File: config.mk
export PLATFORM = sky130hd
export DESIGN_NAME = branch_resolve_unit
export DESIGN_NICKNAME = d
export VERILOG_FILES = /design/src/rtl/branch_pkg.sv /design/src/rtl/branch_resolve_unit_cond_eval.sv /design/src/rtl/branch_resolve_unit.sv
export SDC_FILE = /design/constraint.sdc
export NUM_CORES = 1
export LEC_CHECK = 0
export ABC_AREA = 1
export CORE_AREA = 2 2 191 193
export DETAILED_ROUTE_END_ITERATION = 10
export DIE_AREA = 0 0 193 195
export PLACE_DENSITY = 0.48
export SLEW_MARGIN = 10
export SYNTH_ARGS = -nofsm -noshare
export SYNTH_HDL_FRONTEND = slang
export SYNTH_HIERARCHICAL = 1
export SYNTH_SLANG_ARGS = --single-unit
File: constraint.sdc
create_clock -name clk -period 2.6 [get_ports clk]
set_clock_uncertainty 0.1 [all_clocks]
set_input_delay 0.52 -clock clk [delete_from_list [all_inputs] [get_ports clk]]
set_output_delay 0.52 -clock clk [all_outputs]
set_load 0.01 [all_outputs]
File: src/rtl/branch_pkg.sv
// Shared branch-resolution types: branch kinds, ARM condition codes, NZCV bit positions.
// Also imported by the conditional-select datapath, which reuses cond_eval.
package branch_pkg;

    typedef enum logic [2:0] {
        BR_NONE   = 3'd0,
        BR_UNCOND = 3'd1,
        BR_CBZ    = 3'd2,
        BR_CBNZ   = 3'd3,
        BR_COND   = 3'd4
    } br_kind_t;

    typedef enum logic [3:0] {
        COND_EQ = 4'd0,
        COND_NE = 4'd1,
        COND_HS = 4'd2,
        COND_LO = 4'd3,
        COND_MI = 4'd4,
        COND_PL = 4'd5,
        COND_VS = 4'd6,
        COND_VC = 4'd7,
        COND_HI = 4'd8,
        COND_LS = 4'd9,
        COND_GE = 4'd10,
        COND_LT = 4'd11,
        COND_GT = 4'd12,
        COND_LE = 4'd13,
        COND_AL = 4'd14,
        COND_NV = 4'd15
    } cond_t;

    // Bit positions inside the {N,Z,C,V} flag vector
    localparam int FLAG_N = 3;
    localparam int FLAG_Z = 2;
    localparam int FLAG_C = 1;
    localparam int FLAG_V = 0;

    typedef enum logic [0:0] {
        RUN   = 1'b0,
        FLUSH = 1'b1
    } fsm_state_t;

endpackage

File: src/rtl/branch_resolve_unit_cond_eval.sv
// ARM condition-code evaluator: cond + NZCV -> pass.
// Purely combinational, zero latency; no flow control.
// Stateless, so it has no backpressure behaviour of its own.
module cond_eval
    import branch_pkg::*;
(
    input  logic [3:0] cond,
    input  logic [3:0] nzcv,
    output logic       pass
);

    logic n;
    logic z;
    logic c;
    logic v;
    logic hi;
    logic ge;
    logic gt;

    assign n  = nzcv[FLAG_N];
    assign z  = nzcv[FLAG_Z];
    assign c  = nzcv[FLAG_C];
    assign v  = nzcv[FLAG_V];
    assign hi = c & ~z;
    assign ge = (n == v);
    assign gt = ~z & ge;

    // AL and NV both fall through to the default: NV executes as always on AArch64
    always_comb begin
        pass = 1'b1;
        case (cond)
            COND_EQ: pass = z;
            COND_NE: pass = ~z;
            COND_HS: pass = c;
            COND_LO: pass = ~c;
            COND_MI: pass = n;
            COND_PL: pass = ~n;
            COND_VS: pass = v;
            COND_VC: pass = ~v;
            COND_HI: pass = hi;
            COND_LS: pass = ~hi;
            COND_GE: pass = ge;
            COND_LT: pass = ~ge;
            COND_GT: pass = gt;
            COND_LE: pass = ~gt;
            default: pass = 1'b1;
        endcase
    end

endmodule

File: src/rtl/branch_resolve_unit.sv
// EX-stage branch resolution: NZCV register, taken decision, target add, redirect/flush FSM.
// Latency: taken branch in EX at cycle t -> registered redirect/flush in t+1, held for one cycle.
// Backpressure: stall freezes all state and outputs, so a pending redirect is held through it.
module branch_resolve_unit
    import branch_pkg::*;
#(
    parameter int ADDR_WIDTH = 64,
    parameter int CNT_WIDTH  = 32
) (
    input  logic                  clk,
    input  logic                  reset_n,
    input  logic                  ex_valid,
    input  logic                  stall,
    input  logic [2:0]            br_kind,
    input  logic [3:0]            cond,
    input  logic                  set_flags,
    input  logic                  alu_zero,
    input  logic                  alu_neg,
    input  logic                  alu_carry,
    input  logic                  alu_ovf,
    input  logic [ADDR_WIDTH-1:0] pc_ex,
    input  logic [ADDR_WIDTH-1:0] br_offset,
    output logic                  redirect,
    output logic [ADDR_WIDTH-1:0] redirect_pc,
    output logic                  flush,
    output logic [3:0]            flags_q,
    output logic [CNT_WIDTH-1:0]  taken_count
);

    fsm_state_t            state;
    logic                  cond_pass;
    logic                  br_taken;
    logic                  live;
    logic [3:0]            alu_nzcv;
    logic [ADDR_WIDTH-1:0] target;

    // B.cond sees the flags committed at the previous edge, never the same-cycle ALU flags
    cond_eval u_cond_eval (
        .cond (cond),
        .nzcv (flags_q),
        .pass (cond_pass)
    );

    always_comb begin
        alu_nzcv         = 4'b0000;
        alu_nzcv[FLAG_N] = alu_neg;
        alu_nzcv[FLAG_Z] = alu_zero;
        alu_nzcv[FLAG_C] = alu_carry;
        alu_nzcv[FLAG_V] = alu_ovf;
    end

    always_comb begin
        br_taken = 1'b0;
        case (br_kind)
            BR_UNCOND: br_taken = 1'b1;
            BR_CBZ:    br_taken = alu_zero;
            BR_CBNZ:   br_taken = ~alu_zero;
            BR_COND:   br_taken = cond_pass;
            default:   br_taken = 1'b0;
        endcase
    end

    assign live   = ex_valid & ~stall & (state == RUN);
    assign target = pc_ex + br_offset;

    always_ff @(posedge clk or negedge reset_n) begin
        if (!reset_n) begin
            state       <= RUN;
            redirect    <= 1'b0;
            flush       <= 1'b0;
            redirect_pc <= '0;
            flags_q     <= 4'b0000;
            taken_count <= '0;
        end else if (!stall) begin
            if (state == FLUSH) begin
                // EX holds wrong-path work this cycle; drop it and resume
                state    <= RUN;
                redirect <= 1'b0;
                flush    <= 1'b0;
            end else if (live) begin
                if (set_flags) begin
                    flags_q <= alu_nzcv;
                end
                if (br_taken) begin
                    state       <= FLUSH;
                    redirect    <= 1'b1;
                    flush       <= 1'b1;
                    redirect_pc <= target;
                    if (taken_count != '1) begin
                        taken_count <= taken_count + CNT_WIDTH'(1);
                    end
                end
            end
        end
    end

endmodule
# Yosys cells after proc, flatten, opt, wreduce, memory -nomap -nowiden
# Index checks and enable logic that the tools add are counted.
dict set report word_totals {
  ff_bits 102
  in_bits 144
  out_inout_bits 102
  wordCells 55
}
dict set report classes {
  n_addsub 2
  n_eq_ne 19
  mux 8
  n_bitwise 14
  n_reduce_logical 7
}
# cell n
set op_table {}
lappend op_table {{$add 64x64->64} 1}
lappend op_table {{$add 32x1->32 const B} 1}
lappend op_table {{$ne 32x32->1 const B} 1}
lappend op_table {{$eq 4x4->1 const B} 6}
lappend op_table {{$eq 4x3->1 const B} 4}
lappend op_table {{$pmux 1 s14} 1}
lappend op_table {{$not 1->1} 10}
lappend op_table {{$eq 4x2->1 const B} 2}
lappend op_table {{$reduce_and 4->1} 2}
lappend op_table {{$eq 3x2->1 const B} 2}
lappend op_table {{$mux 1} 6}
lappend op_table {{$reduce_and 5->1} 1}
lappend op_table {{$and 1x1->1} 4}
lappend op_table {{$eq 4x1->1 const B} 1}
lappend op_table {{$logic_not 4->1} 1}
lappend op_table {{$pmux 1 s4} 1}
lappend op_table {{$reduce_bool 2->1} 2}
lappend op_table {{$eq 3x1->1 const B} 1}
lappend op_table {{$eq 3x3->1 const B} 1}
lappend op_table {{$reduce_and 3->1} 1}
lappend op_table {{$eq 1x1->1} 1}

# Depth between registers and ports, before layout
# Gate-level depths: netlist (run 1).
dict set report depth {
  ltp_word 8
  mapped_depth 16
  ltp_nobuf 16
}

# Hierarchy
# Netlist (run 1), hierarchy kept.
# mod instances cells_each area_each_um2 seq_area_each_um2
set modules_own_cells {}
lappend modules_own_cells {branch_resolve_unit 1 1716 9984.6 2552.4}
lappend modules_own_cells {cond_eval 1 57 230.2 0.0}

# Least setup slack after synthesis (run 1)
# Ideal clock, no wire load.
dict set report synth_timing {
  path_type {input-to-reg}
  start {input pc_ex[0]}
  end {register redirect_pc[60]}
  setup_ps 118
  arrival_ps 2045
  t_required_ps 2382
  setup_slack_ps 337
  path_stages 14
  path_buffers 0
  path_cell_list {ha_1 fa_1 nand3_1 nand3_1 nand2_1 nand2_1 nand2_1 nand2_1 nand2_1 nand2_1 nand2_1 nand3_1 nand3_1 nand2_1}
}
dict set report synth_via {
  elab_chain_len 1
}
# element line_no
set synth_lines {}
lappend synth_lines {{start: declaration} branch_resolve_unit.sv:21} ;# input logic [ADDR_WIDTH-1:0] pc_ex,
lappend synth_lines {{$add 64x64->64} branch_resolve_unit.sv:64} ;# assign target = pc_ex + br_offset;
lappend synth_lines {{end signal: assignment} branch_resolve_unit.sv:88} ;# redirect_pc <= target;
lappend synth_lines {{end: declaration} branch_resolve_unit.sv:24} ;# output logic [ADDR_WIDTH-1:0] redirect_pc,
# No other way between the ends.
# A chain may end at the register's enable or synchronous reset.

# Final worst setup path (run 1)
dict set report layout_timing {
  start {input pc_ex[0]}
  end {register redirect_pc[28]}
}
# The elaborated chain is that of the path after synthesis.

==> results.json, run 1 <==
{
  "criticalPathCategory": "primary input to flip-flop",
  "io_pins": 246,
  "clk-insertion-delay-late_ps": 390,
  "p_leak_nw": 8.456,
  "cts_buffer_depth": 2,
  "cap_violations": 0,
  "cp_max_fo": 4,
  "r2r_slack_ps": 310,
  "antenna_found_initial": 0,
  "synth_area_leader_cell": "nand2_1",
  "rows": 69,
  "track_usage_pct": 21.34,
  "cp.arrival_ps": 2730,
  "finalPower_w": 0.007231,
  "gp_congestion": 0.9184,
  "worst-r2r-cell-count": 16,
  "ys_seq_area_share_pct": 24.99,
  "grt_max_degree": 36,
  "crit_path_frequent_cell": "nand2_1",
  "ys_seq_elements": 102,
  "path_buf_inv": 1,
  "synth.area.top_cells": "nand2_1, dfrtp_1, inv_1",
  "synth-async-reset-ratio_pct": 100.0,
  "final_nets": 2417,
  "htreeDepth": 3,
  "cp-start-kind": "primary input",
  "drc_errors": 0,
  "r2r-end": "redirect_pc[32]$_DFFE_PN0P_",
  "drt-total-wl_mm": 39.51,
  "clk_pin_slew_ps": 80,
  "overflow": 0,
  "worst_pin_slew_ps": 547.9,
  "rsz0062_at_grt": "yes",
  "clock-sinks": 102,
  "r2r-start": "flags_q[0]$_DFFE_PN0P_",
  "period_share_pct": 96.22,
  "initial_core_util_pct": 28.86,
  "hold_class": "primary input to asynchronous set/reset pin",
  "synth_nets": 1982,
  "crit_family": "simple AND/OR/NAND/NOR gates",
  "wl_per_cell_um": 14.78,
  "setup_viol_count_final": 0,
  "fp.dieArea_sq_um": 37640,
  "grt_first_pass_wirelength_mm": 61.12,
  "placed_area_sq_um": 14650,
  "initialDrtViolationCount": 626,
  "synthDistinctLibCells": 36,
  "final_hold_viol_count": 0,
  "critical_path.slowest_cell": "clkdlybuf4s50_1",
  "pwr_density_cell_nw_per_um2": 477.2,
  "grt_pass1_vias": 11570,
  "max_stage_delay_ps": 400,
  "synth_top_area_share_pct": 28.29,
  "crit_chain": "clkdlybuf4s50_1, ha_1, fa_2, nand3_1, nand3_1, nand2_1, nand2_1, nand2_1, nand2_1, nand2_1, nand2_2, a21oi_1, o21ai_2, nand2_1",
  "drt_pre_antenna_iters": 5,
  "avgSynthCellArea_sq_um": 5.761,
  "setup.worst_path.end_class": "flip-flop",
  "ir_drop_mv": 0.3801,
  "ant_nets": 0,
  "synth_warnings": 6,
  "dp_hpwl_mm": 34.06,
  "drive_above_1_share_pct": 12.61,
  "syn_to_final_growth_pct": 48.35,
  "post-route-util_pct": 42.81,
  "status": "finished, final reports clean",
  "final_cell_area_sq_um": 15150,
  "diodes": 0,
  "fmax_mhz": 399.7,
  "hold_ws_ps": 12.95,
  "via_per_inst": 4.398,
  "period_needed_ps": 2502,
  "die_width_um": 193,
  "root_buffer": "clkbuf_16",
  "core-area_sq_um": 35400,
  "instances_no_fill": 2674,
  "num_vias": 11760,
  "syn-cell-area_sq_um": 10210,
  "numCtsBuffers": 9,
  "synth_ff_type": "dfrtp_1",
  "netlist_instances": 1773,
  "dp.cells": 2654,
  "slew_viol_final": 0,
  "cts_hold_buf": 0,
  "cts_tree": "done",
  "die_y_um": 195,
  "synth_edf_count": 0,
  "slew_headroom_pct": 63.47,
  "required_ps": 2830,
  "io_buffer_count": 245
}
## cells in the mapped netlist (9+ instances only)
cell type	instances
nor3_1	21
o21ai_0	27
nand4_1	12
a21oi_1	50
nand2_2	9
nand3_1	110
xnor2_1	30
ha_1	64
nor2_1	141
xor2_1	21
o21ai_1	10
nand2_1	770
dfrtp_1	102
inv_1	339
## logic make-up (layout without fill, tap and decap cells)
| family | after synthesis | after routing | synth area share [%] |
|---|---|---|---|
| multiplexers | 4 | 4 | 0.4409 |
| flip-flops | 102 | 102 | 24.99 |
| AO/OA/AOI/OAI | 91 | 91 | 4.557 |
| AND/OR/NAND/NOR | 1099 | 1100 | 44.05 |
| adder cells (fa/ha/maj) | 65 | 65 | 8.035 |
| buffers and inverters | 361 | 800 | 13.56 |
| XOR/XNOR | 51 | 51 | 4.373 |
## power breakdown
part           switching [W]  leakage, nW  internal (W)
Combinational        0.00172         7.02       0.00176
Sequential          0.000302         1.29       0.00197
Clock               0.000792        0.151      0.000694
Total                0.00281         8.46       0.00442
## worst max path at each step
stage	startpoint	endpoint	slack, ps	cells after the start
global route	pc_ex[0]	redirect_pc[56]$_DFFE_PN0P_	-8	13
global placement	pc_ex[0]	redirect_pc[28]$_DFFE_PN0P_	-600	13
detailed placement	pc_ex[0]	redirect_pc[28]$_DFFE_PN0P_	-630	13
CTS	pc_ex[0]	redirect_pc[28]$_DFFE_PN0P_	6	14
finish	pc_ex[0]	redirect_pc[28]$_DFFE_PN0P_	100	14
floorplan	pc_ex[0]	redirect_pc[60]$_DFFE_PN0P_	340	14
## registers in the layout (all words and copies together) (netlist names)
name and cells:
redirect_pc 64, flush 1, taken_count 32, state 1, flags_q 4
## through the flow
stage / setup WS (ps) / setup TNS [ps]
global placement: -604.5 / -25440
floorplan: 336.5 / 0
CTS: 6.467 / 0
global route: -7.778 / -14.21
detailed placement: -630.6 / -28540
finish: 98.20 / 0
## cell type report
type,count,area (sq um)
timing repair buffer,439,4008
inverter,345,1305
sequential,102,2552
clock inverter,7,83.83
tap,461,576.8
fill,3894,20240
clock buffer,9,225.2
multi-input combinational,1311,6402
## routing by layer
layer,GRT usage (%),vias up,wire length [um]
li1,-,6227,-
met1,29.27,5230,18740
met2,34.98,268,18140
met3,2.876,36,1940
met4,5.780,0,694
met5,0,-,0
## cell usage in the layout, fill, tap and decap left out, drive strengths merged
cell / netlist / final
xor2: 21 / 21
xnor2: 30 / 30
or2: 2 / 2
dlymetal6s2s: 0 / 6
nand3: 110 / 110
o21bai: 3 / 3
nor4: 7 / 7
clkbuf: 6 / 9
nand4: 13 / 13
a22oi: 1 / 1
clkdlybuf4s50: 0 / 238
mux2: 4 / 4
buf: 10 / 195
nor3: 29 / 29
nor3b: 1 / 1
a21oi: 50 / 50
dfrtp: 102 / 102
clkinv: 0 / 3
and2: 3 / 3
nand3b: 7 / 7
and3: 1 / 1
o21ai: 37 / 37
fa: 1 / 1
nor2: 146 / 146
ha: 64 / 64
nand2: 780 / 781
inv: 345 / 349
## timing repair
| item | CTS | global route |
|---|---|---|
| gates resized for setup | 3 | 46 |
| hold endpoints to repair | 0 | 0 |
| gates cloned | 0 | 1 |
| buffers inserted | 0 | 3 |
| endpoints found under the setup margin | 2 | 91 |
| pin swaps | 0 | 5 |
No activity file was read; power rests on OpenSTA's default activity.
==> run 2: changes to the inputs <==
--- a/config.mk
+++ b/config.mk
@@ -10,6 +10,7 @@
 export DETAILED_ROUTE_END_ITERATION = 10
 export DIE_AREA = 0 0 193 195
 export PLACE_DENSITY = 0.48
+export REMOVE_ABC_BUFFERS = 1
 export SLEW_MARGIN = 10
 export SYNTH_ARGS = -nofsm -noshare
 export SYNTH_HDL_FRONTEND = slang
==> results.json, run 2 (synthesis gave the netlist of run 1 again) <==
{
  "fmax_mhz": 406.9,
  "cp-start-kind": "primary input",
  "layout_common_cells": "nand2_1, inv_1, clkdlybuf4s50_1",
  "ir_drop_mv": 0.3245,
  "status": "finished, final reports clean",
  "clk_pin_slew_ps": 80,
  "largest_reg_flops": 64,
  "core-area_sq_um": 35400,
  "cp.arrival_ps": 2620,
  "grt_first_pass_wirelength_mm": 61.68,
  "io_buffer_count": 245,
  "track_usage_pct": 21.12,
  "ant_nets": 0,
  "die_width_um": 193,
  "final_hold_viol_count": 0,
  "cts_setup_buffers": 0,
  "wl_per_cell_um": 14.77,
  "cts_buffer_depth": 2,
  "rows": 69,
  "grt_pass1_vias": 11700,
  "cp_max_fo": 4,
  "diodes": 0,
  "setup_viol_count_final": 0,
  "clk-insertion-delay-late_ps": 380,
  "final_nets": 2407,
  "root_buffer": "clkbuf_16",
  "cts_hold_buf": 0,
  "htreeDepth": 3,
  "drive_above_1_share_pct": 12.71,
  "period_share_pct": 94.51,
  "criticalPathCategory": "primary input to flip-flop",
  "dp_hpwl_mm": 33.92,
  "hold_class": "primary input to asynchronous set/reset pin",
  "cap_violations": 0,
  "p_leak_nw": 8.399,
  "final_common_cell": "nand2_1",
  "fp.dieArea_sq_um": 37640,
  "slew_viol_final": 0,
  "grt_max_degree": 43,
  "finalPower_w": 0.007170,
  "pwr_density_cell_nw_per_um2": 474.7,
  "initial_core_util_pct": 28.86,
  "die_y_um": 195,
  "worst_pin_slew_ps": 597.3,
  "drt-total-wl_mm": 39.35,
  "gp_congestion": 0.9768,
  "rsz0062_at_grt": "no",
  "num_vias": 11720,
  "slew_headroom_pct": 60.18,
  "top_regs": "redirect_pc: 64 flops, taken_count: 32 flops, flags_q: 4 flops",
  "antenna_found_initial": 0,
  "drt_pre_antenna_iters": 5,
  "regMostFlops": "redirect_pc",
  "clock-sinks": 102,
  "period_needed_ps": 2457,
  "via_per_inst": 4.399,
  "numCtsBuffers": 9,
  "drc_errors": 0,
  "setup.worst_path.end_class": "flip-flop",
  "post-route-util_pct": 42.67,
  "io_pins": 246,
  "required_ps": 2760,
  "cts_tree": "done",
  "worst-r2r-cell-count": 16,
  "overflow": 0,
  "syn_to_final_growth_pct": 47.86,
  "initialDrtViolationCount": 614
}
## run 2: changes by cell type in the layout (fill, tap and decap cells not counted), sizes merged
cell	change
dlymetal6s2s	-2
clkinv	-1
clkinvlp	+1
buf	-10
nand2	-1
clkbuf	+1
clkdlybuf4s50	+2
## run 2: worst max-delay path, stage by stage
cell and delay [ps]:
clkdlybuf4s50_1 420, ha_1 210, fa_2 380, nand3_1 120, nand3_2 140, nand2_1 110
nand2_2 90, nand2_1 70, nand2_1 60, nand2_1 60, nand2_1 120, nand2_1 120
nand3_1 70, nand3_1 80, nand2_1 60
## run 2: cell type report
cell class | instances | area [sq um]
inverter | 345 | 1308
clock buffer | 10 | 239.0
tap | 461 | 576.8
multi-input combinational | 1310 | 6444
timing repair buffer | 429 | 3916
fill | 3898 | 20290
sequential | 102 | 2552
timing repair inverter | 1 | 8.758
clock inverter | 6 | 58.81
## run 2: path summary, 6_finish.rpt
check	from	endpoint	slack (ps)
min	reset_n	redirect_pc[7]$_DFFE_PN0P_	50
max reg2reg	flags_q[0]$_DFFE_PN0P_	taken_count[31]$_DFFE_PN0P_	300
min in group clk	redirect_pc[41]$_DFFE_PN0P_	redirect_pc[41]$_DFFE_PN0P_	380
max	br_offset[0]	redirect_pc[44]$_DFFE_PN0P_	140
max in group asynchronous	reset_n	redirect_pc[38]$_DFFE_PN0P_	1660
min reg2reg	redirect_pc[41]$_DFFE_PN0P_	redirect_pc[41]$_DFFE_PN0P_	380
## run 2: stage by stage
stage | worst slack [ps] | cell area [sq um] | std cells | setup TNS, ps | hold WS, ps
5_1_grt | 0.3735 | 15100 | 2664 | 0 | 92.21
4_1_cts | 23.16 | 14930 | 2663 | 0 | 69.75
2_1_floorplan | -193.8 | 10130 | 1757 | -7069 | 124.4
3_3_place_gp | -393.1 | 14610 | 2647 | -22010 | 359.0
6_report | 142.7 | 15100 | 2664 | 0 | 49.19
3_5_place_dp | -424.2 | 14610 | 2647 | -25220 | 364.2
## run 2: report_power, final
part | total, W | internal (W) | switching, W
Combinational | 0.00348 | 0.00175 | 0.00174
Clock | 0.00143 | 0.000704 | 0.000727
Sequential | 0.00226 | 0.00197 | 0.000290
## run 2: what timing repair did
action / in CTS / in global routing
gates resized for setup: 4 / 47
endpoints found under the hold margin: 0 / 0
pin swaps: 0 / 1
setup endpoints to repair: 4 / 83
gates cloned: 0 / 1
## run 2: per-layer routing
layer | global-route usage, % | vias up | wire length, um
met3 | 2.408 | 35 | 1634
met5 | 0 | - | 0
met2 | 34.94 | 248 | 17860
met4 | 5.696 | 0 | 885
li1 | - | 6219 | -
met1 | 29.02 | 5216 | 18970
==> run 3: changes to the inputs <==
--- a/config.mk
+++ b/config.mk
@@ -11,7 +11,7 @@
 export DIE_AREA = 0 0 193 195
 export PLACE_DENSITY = 0.48
 export REMOVE_ABC_BUFFERS = 1
-export SLEW_MARGIN = 10
+export SLEW_MARGIN = 30
 export SYNTH_ARGS = -nofsm -noshare
 export SYNTH_HDL_FRONTEND = slang
 export SYNTH_HIERARCHICAL = 1
==> results of run 3 <==
The final DEF is identical to that of run 2; final timing and power are the same.
==> RTL change: new RTL, flow settings as in run 3 <==
`ADDR_WIDTH`: 64 -> 32.
--- a/src/rtl/branch_resolve_unit.sv
+++ b/src/rtl/branch_resolve_unit.sv
@@ -4,7 +4,7 @@
 module branch_resolve_unit
     import branch_pkg::*;
 #(
-    parameter int ADDR_WIDTH = 64,
+    parameter int ADDR_WIDTH = 32,
     parameter int CNT_WIDTH  = 32
 ) (
     input  logic                  clk,
Ports: changed (resized br_offset, pc_ex and redirect_pc); port bits go from 246 to 150. No check against the original RTL was run, so the function may have changed too.
==> RTL change against run 3 <==
- final area decreased by 42%
- non-clock buffer count decreased by 248
- total power decreased by 28%
- global-route usage decreased by 10 points
- clock power decreased by 5%
- area after synthesis decreased by 40%
- largest power group unchanged
- worst setup slack improved by 0.081 ns
- die area unchanged
- sequential cell count decreased by 32
- worst hold slack improved by 0.029 ns
- sequential share of layout area increased by 3.2 points
- sequential power decreased by 27%
- wire length decreased by 48%
==> RTL change: results (changes against run 3) <==
metric,value,unit,change
status,completed,,
Worst setup startpoint,pc_ex[0],,
leak pwr,0.00428,uW,-49%
met3 routed WL,866,um,-47%
largest registers,"redirect_pc: 32 flops, taken_count: 32 flops, flags_q: 4 flops",,
met2 Use GR,0.197,,-0.152
Max VDD drop,0.000286,V,-12%
mux contribution to synthesized area,0.00740,,+0.00299
pwr dens,593,nW/um^2,+25%
WL/cell,12.7,um,-14%
FF-to-FF Start,taken_count[0],,
clock latency on the worst-skew pair,0.34,ns,-0.04 ns
Vias per Instance,3.99,,-9.4%
met1 Use GR,0.138,,-0.152
Crit path largest cell delay,0.49,ns,+0.07 ns
CP max stage cell,fa_1,,
met2 routed WL,10200,um,-43%
Placer Congestion,0.853,,-13%
met3 Track Usage GR,0.0187,,-0.00539
largest net degree at the start of global routing,39,,-9.3%
post-synth cell types,33,,-8.3%
Critical Path AT,2.51,ns,-0.11 ns
XOR/XNOR Fraction of Synth Area,0.0547,,+0.0109
Post-synth top cells,"nand2_1 (406), inv_1 (149), nor2_1 (83), dfrtp_1 (70), nand3_1 (58)",,
Mean Syn Cell Area,6.22,um^2,+7.9%
fill count,4028,,+3.3%
sequential element share of the synthesized area,0.288,,+0.0379
IO Port Bufs,149,,-39%
design area,8710,um^2,-42%
Seq. pwr,1650,uW,-27%
Post-Place Setup Slack,-0.138,ns,+0.286 ns
Comb power frac,0.416,,-0.070
layout cells sized above 1,0.0731,,-0.0539
DR iter-0 viols,255,,-58%
Post-Synth Adder-Cell Area,0.0691,,-0.0113
Sw Pwr,1850,uW,-33%
final HPWL from detailed placement,17200,um,-49%
placed cell count,1607,,-39%
Placed Area,8380,um^2,-43%
## RTL change: layout make-up
cell class | instances | share of cell area
clock inverter | 6 | 0.00977
tap | 461 | 0.0662
sequential | 70 | 0.201
inverter | 154 | 0.0664
multi-input combinational | 741 | 0.420
timing repair buffer | 181 | 0.209
clock buffer | 10 | 0.0274
## RTL change: final timing paths
path	endpoint	slack (ns)	cells after the start
worst max-delay path	redirect_pc[28]	0.22	11
worst min-delay path	taken_count[11]	0.08	1
worst max register to register	taken_count[22]	0.45	11
worst min register to register	redirect_pc[19]	0.38	2
max in group asynchronous	redirect_pc[17]	1.71	2
min in group clk	redirect_pc[19]	0.38	2
## RTL change: logic make-up (layout without fill, tap and decap cells)
logic type / Yosys count / in the layout
and+or+nand+nor: 591 / 591
buffers and inverters: 168 / 351
AOI/OAI and AO/OA: 75 / 75
DFF: 70 / 70
xor gates and xnor gates: 38 / 38
adders and majority gates: 33 / 33
muxes: 4 / 4
